[src/rtl/sqrt_fp_iter.sv]
// Iterative floating-point square root / inverse square root with bit-exact truncated results.
// Latency: SQRT MANT_W+1 edges, INVSQRT 2*MANT_W+2 edges, special operands 1 edge (start edge to valid_o).
// Backpressure: none on the result; ready_o is low while busy and starts seen then are dropped, not queued.
//
// Ports:
//   clk, rst                      clock, asynchronous active-high reset
//   DoSqrt_i, DoInvSqrt_i         single-cycle start pulses (SQRT wins if both are high)
//   s_i, m_i, e_i                 operand: sign, mantissa (1 integer bit), signed exponent
//   ready_o                       idle, a start is accepted this cycle
//   valid_o                       one-cycle result strobe
//   s_o, m_o, e_o, nan_o, inf_o   result fields and flags, held until the next result or reset
module sqrt_fp_iter #(
    parameter int MANT_W     = 8,
    parameter int EXP_W      = 8,
    parameter int SIGN_CHECK = 1
) (
    input  logic              clk,
    input  logic              rst,
    input  logic              DoSqrt_i,
    input  logic              DoInvSqrt_i,
    input  logic              s_i,
    input  logic [MANT_W-1:0] m_i,
    input  logic [EXP_W-1:0]  e_i,
    output logic              ready_o,
    output logic              valid_o,
    output logic              s_o,
    output logic [MANT_W-1:0] m_o,
    output logic [EXP_W-1:0]  e_o,
    output logic              nan_o,
    output logic              inf_o
);

    localparam int LZW = $clog2(MANT_W) + 1;
    localparam int CW  = $clog2(MANT_W + 1) + 1;
    localparam int RW  = MANT_W + 2;     // root remainder never exceeds 2*root
    localparam int NW  = 2 * MANT_W;     // integer radicand R << (MANT_W-1)

    typedef enum logic [1:0] {IDLE, ROOT, DIV, DONE} state_t;
    state_t state;

    logic              mode_inv, sp_nan, sp_inf, sp_zero;
    logic [EXP_W-1:0]  e_half;
    logic [NW-1:0]     rad_sh;
    logic [RW-1:0]     rem_r;
    logic [MANT_W-1:0] root_q;
    logic [MANT_W-1:0] div_rem;
    logic [MANT_W-1:0] quot;
    logic [CW-1:0]     cnt;

    // Operand normalisation: leading-zero count, then make the exponent even.
    logic [LZW-1:0]    lz;
    logic [MANT_W-1:0] m_norm;
    logic [EXP_W:0]    e_norm;
    logic [MANT_W:0]   rad;
    always_comb begin
        lz = '0;
        for (int i = 0; i < MANT_W; i++) begin
            if (m_i[i]) lz = LZW'(MANT_W - 1 - i);
        end
        m_norm = m_i << lz;
        e_norm = {e_i[EXP_W-1], e_i} - (EXP_W+1)'(lz);
        rad    = e_norm[0] ? {m_norm, 1'b0} : {1'b0, m_norm};
    end

    // One digit of the restoring square root: bring down two radicand bits.
    logic [RW+1:0] r_shift, r_trial;
    logic [RW-1:0] r_diff;
    logic          r_ge;
    always_comb begin
        r_shift = {rem_r, rad_sh[NW-1 -: 2]};
        r_trial = {2'b00, root_q, 2'b01};
        r_ge    = r_shift >= r_trial;
        r_diff  = r_shift[RW-1:0] - r_trial[RW-1:0];
    end

    // One bit of restoring division of 2^(2*MANT_W-1) by the root; dividend low bits are zero.
    logic [MANT_W:0]   d_shift;
    logic [MANT_W-1:0] d_div;
    logic              d_ge;
    always_comb begin
        d_shift = {div_rem, 1'b0};
        d_ge    = d_shift >= {1'b0, root_q};
        d_div   = d_shift[MANT_W-1:0] - root_q;
    end

    // Result selection. floor(e/2) of the even-adjusted exponent is e_norm >>> 1,
    // and -(e/2)-1 is simply the bitwise complement.
    logic              one_q;
    logic              res_s, res_nan, res_inf;
    logic [MANT_W-1:0] res_m;
    logic [EXP_W-1:0]  res_e;
    always_comb begin
        one_q   = root_q == {1'b1, {(MANT_W-1){1'b0}}};
        res_s   = 1'b0;
        res_nan = 1'b0;
        res_inf = 1'b0;
        res_m   = '0;
        res_e   = '0;
        if (sp_nan) begin
            res_s   = 1'b1;
            res_nan = 1'b1;
        end else if (sp_inf) begin
            res_inf = 1'b1;
            res_m   = '1;
            res_e   = {1'b0, {(EXP_W-1){1'b1}}};
        end else if (sp_zero) begin
            res_m   = '0;
        end else if (!mode_inv) begin
            res_m   = root_q;
            res_e   = e_half;
        end else begin
            // A root of exactly 1.0 inverts to 1.0; anything else lands in (0.5,1) and is renormalised.
            res_m   = one_q ? root_q : quot;
            res_e   = one_q ? -e_half : ~e_half;
        end
    end

    always_ff @(posedge clk or posedge rst) begin
        if (rst) begin
            state    <= IDLE;
            ready_o  <= 1'b1;
            valid_o  <= 1'b0;
            s_o      <= 1'b0;
            m_o      <= '0;
            e_o      <= '0;
            nan_o    <= 1'b0;
            inf_o    <= 1'b0;
            mode_inv <= 1'b0;
            sp_nan   <= 1'b0;
            sp_inf   <= 1'b0;
            sp_zero  <= 1'b0;
            e_half   <= '0;
            rad_sh   <= '0;
            rem_r    <= '0;
            root_q   <= '0;
            div_rem  <= '0;
            quot     <= '0;
            cnt      <= '0;
        end else begin
            valid_o <= 1'b0;
            case (state)
                IDLE: begin
                    if (ready_o && (DoSqrt_i || DoInvSqrt_i)) begin
                        mode_inv <= !DoSqrt_i;
                        sp_nan   <= (SIGN_CHECK != 0) && s_i && (m_i != '0);
                        sp_zero  <= (m_i == '0);
                        sp_inf   <= (m_i == '0) && !DoSqrt_i;
                        e_half   <= e_norm[EXP_W:1];
                        rad_sh   <= {rad, {(MANT_W-1){1'b0}}};
                        rem_r    <= '0;
                        root_q   <= '0;
                        cnt      <= '0;
                        ready_o  <= 1'b0;
                        if ((m_i == '0) || ((SIGN_CHECK != 0) && s_i))
                            state <= DONE;
                        else
                            state <= ROOT;
                    end
                end
                ROOT: begin
                    rem_r  <= r_ge ? r_diff : r_shift[RW-1:0];
                    root_q <= {root_q[MANT_W-2:0], r_ge};
                    rad_sh <= rad_sh << 2;
                    if (cnt == CW'(MANT_W - 1)) begin
                        cnt <= '0;
                        if (mode_inv) begin
                            div_rem <= {2'b01, {(MANT_W-2){1'b0}}};
                            quot    <= '0;
                            state   <= DIV;
                        end else begin
                            state   <= DONE;
                        end
                    end else begin
                        cnt <= cnt + 1'b1;
                    end
                end
                DIV: begin
                    div_rem <= d_ge ? d_div : d_shift[MANT_W-1:0];
                    // The top quotient bit is set only for a root of 1.0, which bypasses quot.
                    quot    <= {quot[MANT_W-2:0], d_ge};
                    if (cnt == CW'(MANT_W)) begin
                        cnt   <= '0;
                        state <= DONE;
                    end else begin
                        cnt <= cnt + 1'b1;
                    end
                end
                DONE: begin
                    s_o     <= res_s;
                    m_o     <= res_m;
                    e_o     <= res_e;
                    nan_o   <= res_nan;
                    inf_o   <= res_inf;
                    valid_o <= 1'b1;
                    ready_o <= 1'b1;
                    state   <= IDLE;
                end
                default: state <= IDLE;
            endcase
        end
    end

endmodule
[config.mk]
export PLATFORM = sky130hd
export DESIGN_NAME = sqrt_fp_iter
export DESIGN_NICKNAME = d
export VERILOG_FILES = /design/src/rtl/sqrt_fp_iter.sv
export SDC_FILE = /design/constraint.sdc
export NUM_CORES = 1
export LEC_CHECK = 0
export ABC_AREA = 1
export CELL_PAD_IN_SITES_DETAIL_PLACEMENT = 0
export CELL_PAD_IN_SITES_GLOBAL_PLACEMENT = 1
export CORE_UTILIZATION = 44
export CTS_CLUSTER_SIZE = 16
export DETAILED_ROUTE_END_ITERATION = 12
export PLACE_DENSITY_LB_ADDON = 0.1
export RECOVER_POWER = 25
export SLEW_MARGIN = 10
export SYNTH_ARGS = -nofsm -noshare
export SYNTH_HDL_FRONTEND = slang
export SYNTH_SLANG_ARGS = --single-unit
[constraint.sdc]
create_clock -name clk -period 2.8 [get_ports clk]
set_input_delay 0.28 -clock clk [delete_from_list [all_inputs] [get_ports clk]]
set_output_delay 0.28 -clock clk [all_outputs]
set_load 0.05 [all_outputs]
==> results of run 1 <==
==> flip-flops by register name, summed over array words and instances, names as in the netlist, 2 cells and up <==
name     count
m_o          8
quot         8
e_half       8
div_rem      8
rem_r       10
state        2
e_o          8
cnt          5
root_q       8
rad_sh       9
==> layout by cell type (no fill, tap or decap), drive strengths merged, types with 2 or more instances in the layout <==
cell type	Yosys	layout
a22oi	3	3
dfrtp	81	81
ha	29	29
nor3	6	6
o21a	2	2
buf	13	10
inv	82	82
nor2	46	46
nand2	154	154
nand3	59	59
o32ai	2	2
clkdlybuf4s50	0	40
nor4	3	3
fa	2	2
or2	6	6
clkinvlp	0	2
o31ai	2	2
o211ai	9	9
o21ai	60	60
clkinv	1	3
xnor2	4	4
a21oi	35	35
xor2	12	12
o22ai	24	24
nand4	7	7
clkbuf	4	12
==> cell families (layout without fill, tap and decap cells) <==
kind of cell,Yosys count,count (layout),synth area share
and+or+nand+nor,284,284,0.2455
xor gates and xnor gates,16,16,0.02739
adders and majority gates,31,31,0.07875
buffers and inverters,100,151,0.08192
DFF,82,82,0.4013
AOI/OAI and AO/OA,143,143,0.1651
==> worst max-delay path, cell delays in order <==
cell and delay [ps]:
clkdlybuf4s50_1 500, inv_1 80, nand2_1 70, nand2_1 40
nand2_1 60, nand2_2 80, nand2_2 80, ha_1 150
inv_1 60, fa_1 370, nand2_1 100, nand2_1 100
or4_1 430, nand2_1 80, nand2_1 40, o21ai_0 60
==> per-stage QoR <==
step	setup WS (ps)	util	hold slack (ps)	total power (W)
6_report	483.4	0.5270	475.6	0.007812
5_1_grt	248.5	0.5270	517.9	0.008536
4_1_cts	498.2	0.5283	210.3	0.007870
3_5_place_dp	137.3	0.5008	472.3	0.006591
3_3_place_gp	151.1	0.5008	464.1	0.006516
2_1_floorplan	413.2	-	412.5	0.005525
==> per-layer routing <==
metal	vias to the layer above	track usage
met5	-	0
met4	0	0.06571
met3	16	0.05098
met2	64	0.3629
met1	2105	0.2962
li1	2284	-
==> where the power goes <==
group	total (W)	switching, W	internal [W]
Sequential	0.00202	0.000346	0.00167
Clock	0.00124	0.000501	0.000743
Combinational	0.00455	0.00293	0.00162
Total	0.00781	0.00378	0.00403
==> how the worst max path moves through the flow <==
stage                     end    from  cells past startpoint  slack, ps
global placement    e_half[5]  m_i[2]                     16        150
CTS                 e_half[5]  m_i[2]                     16        500
detailed placement  e_half[5]  m_i[2]                     16        140
global route        e_half[5]  m_i[2]                     16        250
floorplan              cnt[0]     rst                      1        410
finish              e_half[5]  m_i[2]                     16        480
==> area by class of cell <==
type,count,share of cell area
repair buffers,52,0.08185
clock buffers,11,0.04218
multi-input cells,474,0.4412
clock inverters,5,0.01002
well taps,143,0.02986
flip-flops and latches,82,0.3427
inverters,83,0.05220
==> cell usage after synthesis (3+ instances only) <==
library cell | instances | area share
o211ai_1 | 9 | 0.013
nand3_1 | 58 | 0.057
nor3_1 | 6 | 0.0059
xor2_1 | 12 | 0.021
o21ai_1 | 9 | 0.0088
ha_1 | 29 | 0.071
nor2_1 | 43 | 0.032
nand2_1 | 149 | 0.11
o22ai_1 | 24 | 0.029
dfrtp_1 | 81 | 0.40
o21ai_2 | 4 | 0.0068
inv_2 | 8 | 0.0059
a22oi_1 | 3 | 0.0044
clkbuf_1 | 4 | 0.0029
inv_1 | 74 | 0.054
a21oi_2 | 4 | 0.0068
buf_2 | 8 | 0.0078
nand4_1 | 6 | 0.0073
nand2_2 | 5 | 0.0061
o21ai_0 | 47 | 0.046
a21oi_1 | 31 | 0.030
or2_2 | 6 | 0.0073
xnor2_1 | 4 | 0.0068
==> flow_metrics.tcl, run 1 <==
set metrics [dict create \
    wl_met2_um 5872 \
    stdcell_count 850 \
    cts.sinks 82 \
    fin_skew_ps 5.599 \
    synth.avg_cell_area_sq_um 7.799 \
    die_w_um 109.8 \
    synthArstFlopShare 1.000 \
    rr_startpoint "state[0]" \
    wl_met3_um 341 \
    grt_max_degree 49 \
    clk_latency_ps 340 \
    tightest_slew_ps 1173 \
    dp.cells 834 \
    fin_area_sq_um 5992 \
    grt_pass1_wl_um 20470 \
    post_drt_via_cell_ratio 5.258 \
    ctsHoldBuffers 0 \
    synth_ff_type "dfrtp_1" \
    wire_per_inst_um 14.63 \
    setup_viol 0 \
    vias 4469 \
    synthCells 656 \
    maxCapViolCount 0 \
    p_leak_nw 2.900 \
    remaining_drc_errors 0 \
    postPlaceCellArea_sq_um 5694 \
    core_area_sq_um 11370 \
    ys_seq_area_frac 0.4013 \
    setup.worst_path.class "in2reg" \
    postCtsSetupBuffers 0 \
    reg2reg_depth 10 \
    synth-seq-cells 82 \
    topRoutingLayerUsed "met4" \
    wirelength_um 12440 \
    cellPowerDensity_nw_per_um2 1304 \
    worstPathArrival_ps 2580 \
    die_area_sq_um 12060 \
    min_period_ps 2317 \
    die_h_um 109.8 \
    area_growth_pct 17.12 \
    regArea_sq_um 2053 \
    grt_pass1_vias 4239 \
    drive_gt1_frac 0.08911 \
    nets 754 \
    antenna_found_initial 0 \
    synth.cell_area_sq_um 5116 \
    drt_iter0_drc 242 \
    pin_count 42 \
    drtPass1Iterations 4 \
    crit_fanout 5 \
    numCtsBuffers 9 \
    rsz0062_at_grt "no" \
    rows 39 \
    track_usage 0.2236 \
    slew_headroom 0.2181 \
    hold_class "in2async" \
    clk_pin_slew_ps 60 \
    multi_input_area_sq_um 2644 \
    tns_ps 0 \
    overflow 0 \
    report.final.slew_viol_count 0 \
    critPathRequiredTime_ps 3070 \
    synth_edf_count 0 \
    root_buffer "clkbuf_16" \
    start_util 0.4500 \
    gp_congestion 0.8660 \
    io_buffers 41 \
    yosysUniqueCellTypes 47 \
    n_fill_cell 1124 \
    diodes 0 \
    max_freq_mhz 431.7 \
    drt-met1-wl_um 6053 \
    r2r_end "rem_r[9]" \
    cts_tree "done" \
    synth-warning-count 0 \
    drtAntennaViolNets 0 \
    start_kind "input port" \
    cts_resized 0 \
    cp-end-kind "flip-flop" \
    syn-num-nets 708 \
    reg2reg_slack_ps 620 \
    dp_hpwl_um 9224 \
    cts_max_level 3 \
    outcome "complete, no violations" \
    ir_drop_uv 700.8 \
    clock_path_buffers 2 \
    hold_viol_final 0 \
    finalCritPeriodShare 0.8274 \
]
No activity file was read; power rests on OpenSTA's default activity.
==> run 2, diff against run 1 <==
==> constraint.sdc (replaced) <==
create_clock -name clk -period 2.25 [get_ports clk]
set_input_delay 0.225 -clock clk [delete_from_list [all_inputs] [get_ports clk]]
set_output_delay 0.225 -clock clk [all_outputs]
set_load 0.05 [all_outputs]
==> run 2 against run 1 <==
Sequential power grew 23%. Critical path type unchanged. Utilization grew 3.2 points. Largest cell class unchanged. Global-route usage is essentially flat. Register-to-register slack lost 440 ps. Total power grew 30%. Clock skew grew 4.4 ps. Highest routed layer unchanged. Critical endpoint unchanged.
==> flow_metrics.tcl, run 2 (synthesis gave the netlist of run 1 again) <==
set metrics [dict create \
    pin_count 42 \
    root_buffer "clkbuf_16" \
    stdcell_count 889 \
    remaining_drc_errors 0 \
    dp.cells 867 \
    max_freq_mhz 468.5 \
    wire_per_inst_um 14.10 \
    die_h_um 109.8 \
    area_growth_pct 24.26 \
    start_kind "input port" \
    grt_pass1_vias 4408 \
    die_w_um 109.8 \
    slew_headroom 0.2013 \
    cts.sinks 82 \
    tightest_slew_ps 1192 \
    rows 39 \
    vias 4621 \
    grt_pass1_wl_um 20810 \
    start_util 0.4500 \
    diodes 0 \
    drt_iter0_drc 292 \
    overflow 0 \
    nets 793 \
    core_area_sq_um 11370 \
    p_leak_nw 3.113 \
    clk_latency_ps 350 \
    clk_pin_slew_ps 70 \
    final_common_cell "nand2_1" \
    setup_ws_ps 115.5 \
    wirelength_um 12540 \
    reg_top3 "rem_r (10), rad_sh (9)" \
    dp_hpwl_um 9450 \
    cts_max_level 3 \
    hold_viol_final 0 \
    ir_drop_uv 945.6 \
    grt_max_degree 34 \
    track_usage 0.2233 \
    top_register "rem_r" \
    clock_path_buffers 2 \
    setup.worst_path.class "in2reg" \
    drtPass1Iterations 4 \
    die_area_sq_um 12060 \
    report.final.slew_viol_count 0 \
    drive_gt1_frac 0.1501 \
    cellPowerDensity_nw_per_um2 1592 \
    maxCapViolCount 0 \
    antenna_found_initial 0 \
    numCtsBuffers 9 \
    outcome "complete, no violations" \
    hold_class "in2reg" \
    cts_tree "done" \
    setup_viol 0 \
    post_drt_via_cell_ratio 5.198 \
    cp-end-kind "flip-flop" \
    min_period_ps 2134 \
    final_cell_mix "nand2_1 (146), dfrtp_1 (81), inv_1 (70), nand3_1 (58), buf_4 (47)" \
    fin_skew_ps 10.02 \
    pre_cts_ws_ps -338.5 \
    largest_reg_flops 10 \
    io_buffers 41 \
    finalCritPeriodShare 0.9487 \
    drtAntennaViolNets 0 \
    gp_congestion 0.8888 \
    worstPathArrival_ps 2410 \
    critPathRequiredTime_ps 2530 \
    crit_fanout 4 \
    total_power_w 0.01012 \
]
[run 2: changes by cell type in the layout (fill, tap and decap cells not counted), moves of 2 or more]
cell,change
buf_4,+37
clkbuf_1,+2
clkbuf_8,-2
clkdlybuf4s50_1,-2
dlymetal6s2s_1,+2
inv_1,-3
inv_2,+3
inv_6,+2
nand2_1,-3
nand2_4,+2
[run 2: metrics by stage]
| stage | TNS [ps] | hold WS (ps) | instance area (sq um) | utilization |
|---|---|---|---|---|
| final | 0 | 465.9 | 6357 | 0.5592 |
| after global routing | -40.86 | 498.7 | 6357 | 0.5592 |
| after CTS | 0 | 305.0 | 6269 | 0.5513 |
| after detailed placement | -1238 | 470.4 | 5944 | 0.5228 |
| after global placement | -929.0 | 465.0 | 5944 | 0.5228 |
| after floorplan | 0 | 357.5 | 5120 | - |
[run 2: worst max-delay path, stage by stage]
cell and delay, ps:
clkdlybuf4s50_1 410, inv_2 60, nand2_1 40, nand2_1 60, nand2_1 60, nand2_1 70, nand2_2 70, nand2_4 90
ha_1 160, inv_2 50, fa_2 360, nand2_2 80, nand2_1 60, or4_4 430, nand2_2 70, nand2_1 40
o21ai_1 60
[run 2: cell type report]
cell class / count / area (sq um)
tap: 143 / 178.9
fill: 1071 / 5012
inverter: 83 / 312.8
timing repair buffer: 91 / 795.8
clock inverter: 7 / 98.84
clock buffer: 9 / 225.2
multi-input combinational: 474 / 2693
sequential: 82 / 2053
[run 2: per-layer routing]
layer / up-vias / routed length, um / global-route usage / share of wire
li1: 2366 / - / - / -
met1: 2162 / 5926 / 0.2920 / 0.47
met2: 73 / 6041 / 0.3714 / 0.48
met3: 20 / 348 / 0.03260 / 0.028
met4: 0 / 218 / 0.08571 / 0.017
met5: - / 0 / 0 / 0
[run 2: final timing paths]
| kind | startpoint | to | slack (ps) | cells after the start |
|---|---|---|---|---|
| min | e_i[7] | e_half[6] | 470 | 3 |
| max reg2reg | root_q[5] | rem_r[9] | 180 | 11 |
| min reg2reg | rad_sh[8] | rad_sh[8] | 490 | 2 |
| min in group asynchronous | rst | rad_sh[7] | 570 | 2 |
| max in group asynchronous | rst | e_o[3] | 790 | 3 |
| max | m_i[1] | e_half[5] | 120 | 17 |
[run 2: power by group]
group | internal (W) | switching (W)
registers | 0.00208 | 0.000403
clock network | 0.000982 | 0.000644
logic | 0.00229 | 0.00373
total | 0.00535 | 0.00477
[run 2: what timing repair did]
item                                   4_1_cts  5_1_grt
setup endpoints to repair                    0       13
gates resized for setup                      0       17
buffers inserted                             0        6
endpoints found under the hold margin        0        0
hold buffers                                 0        0
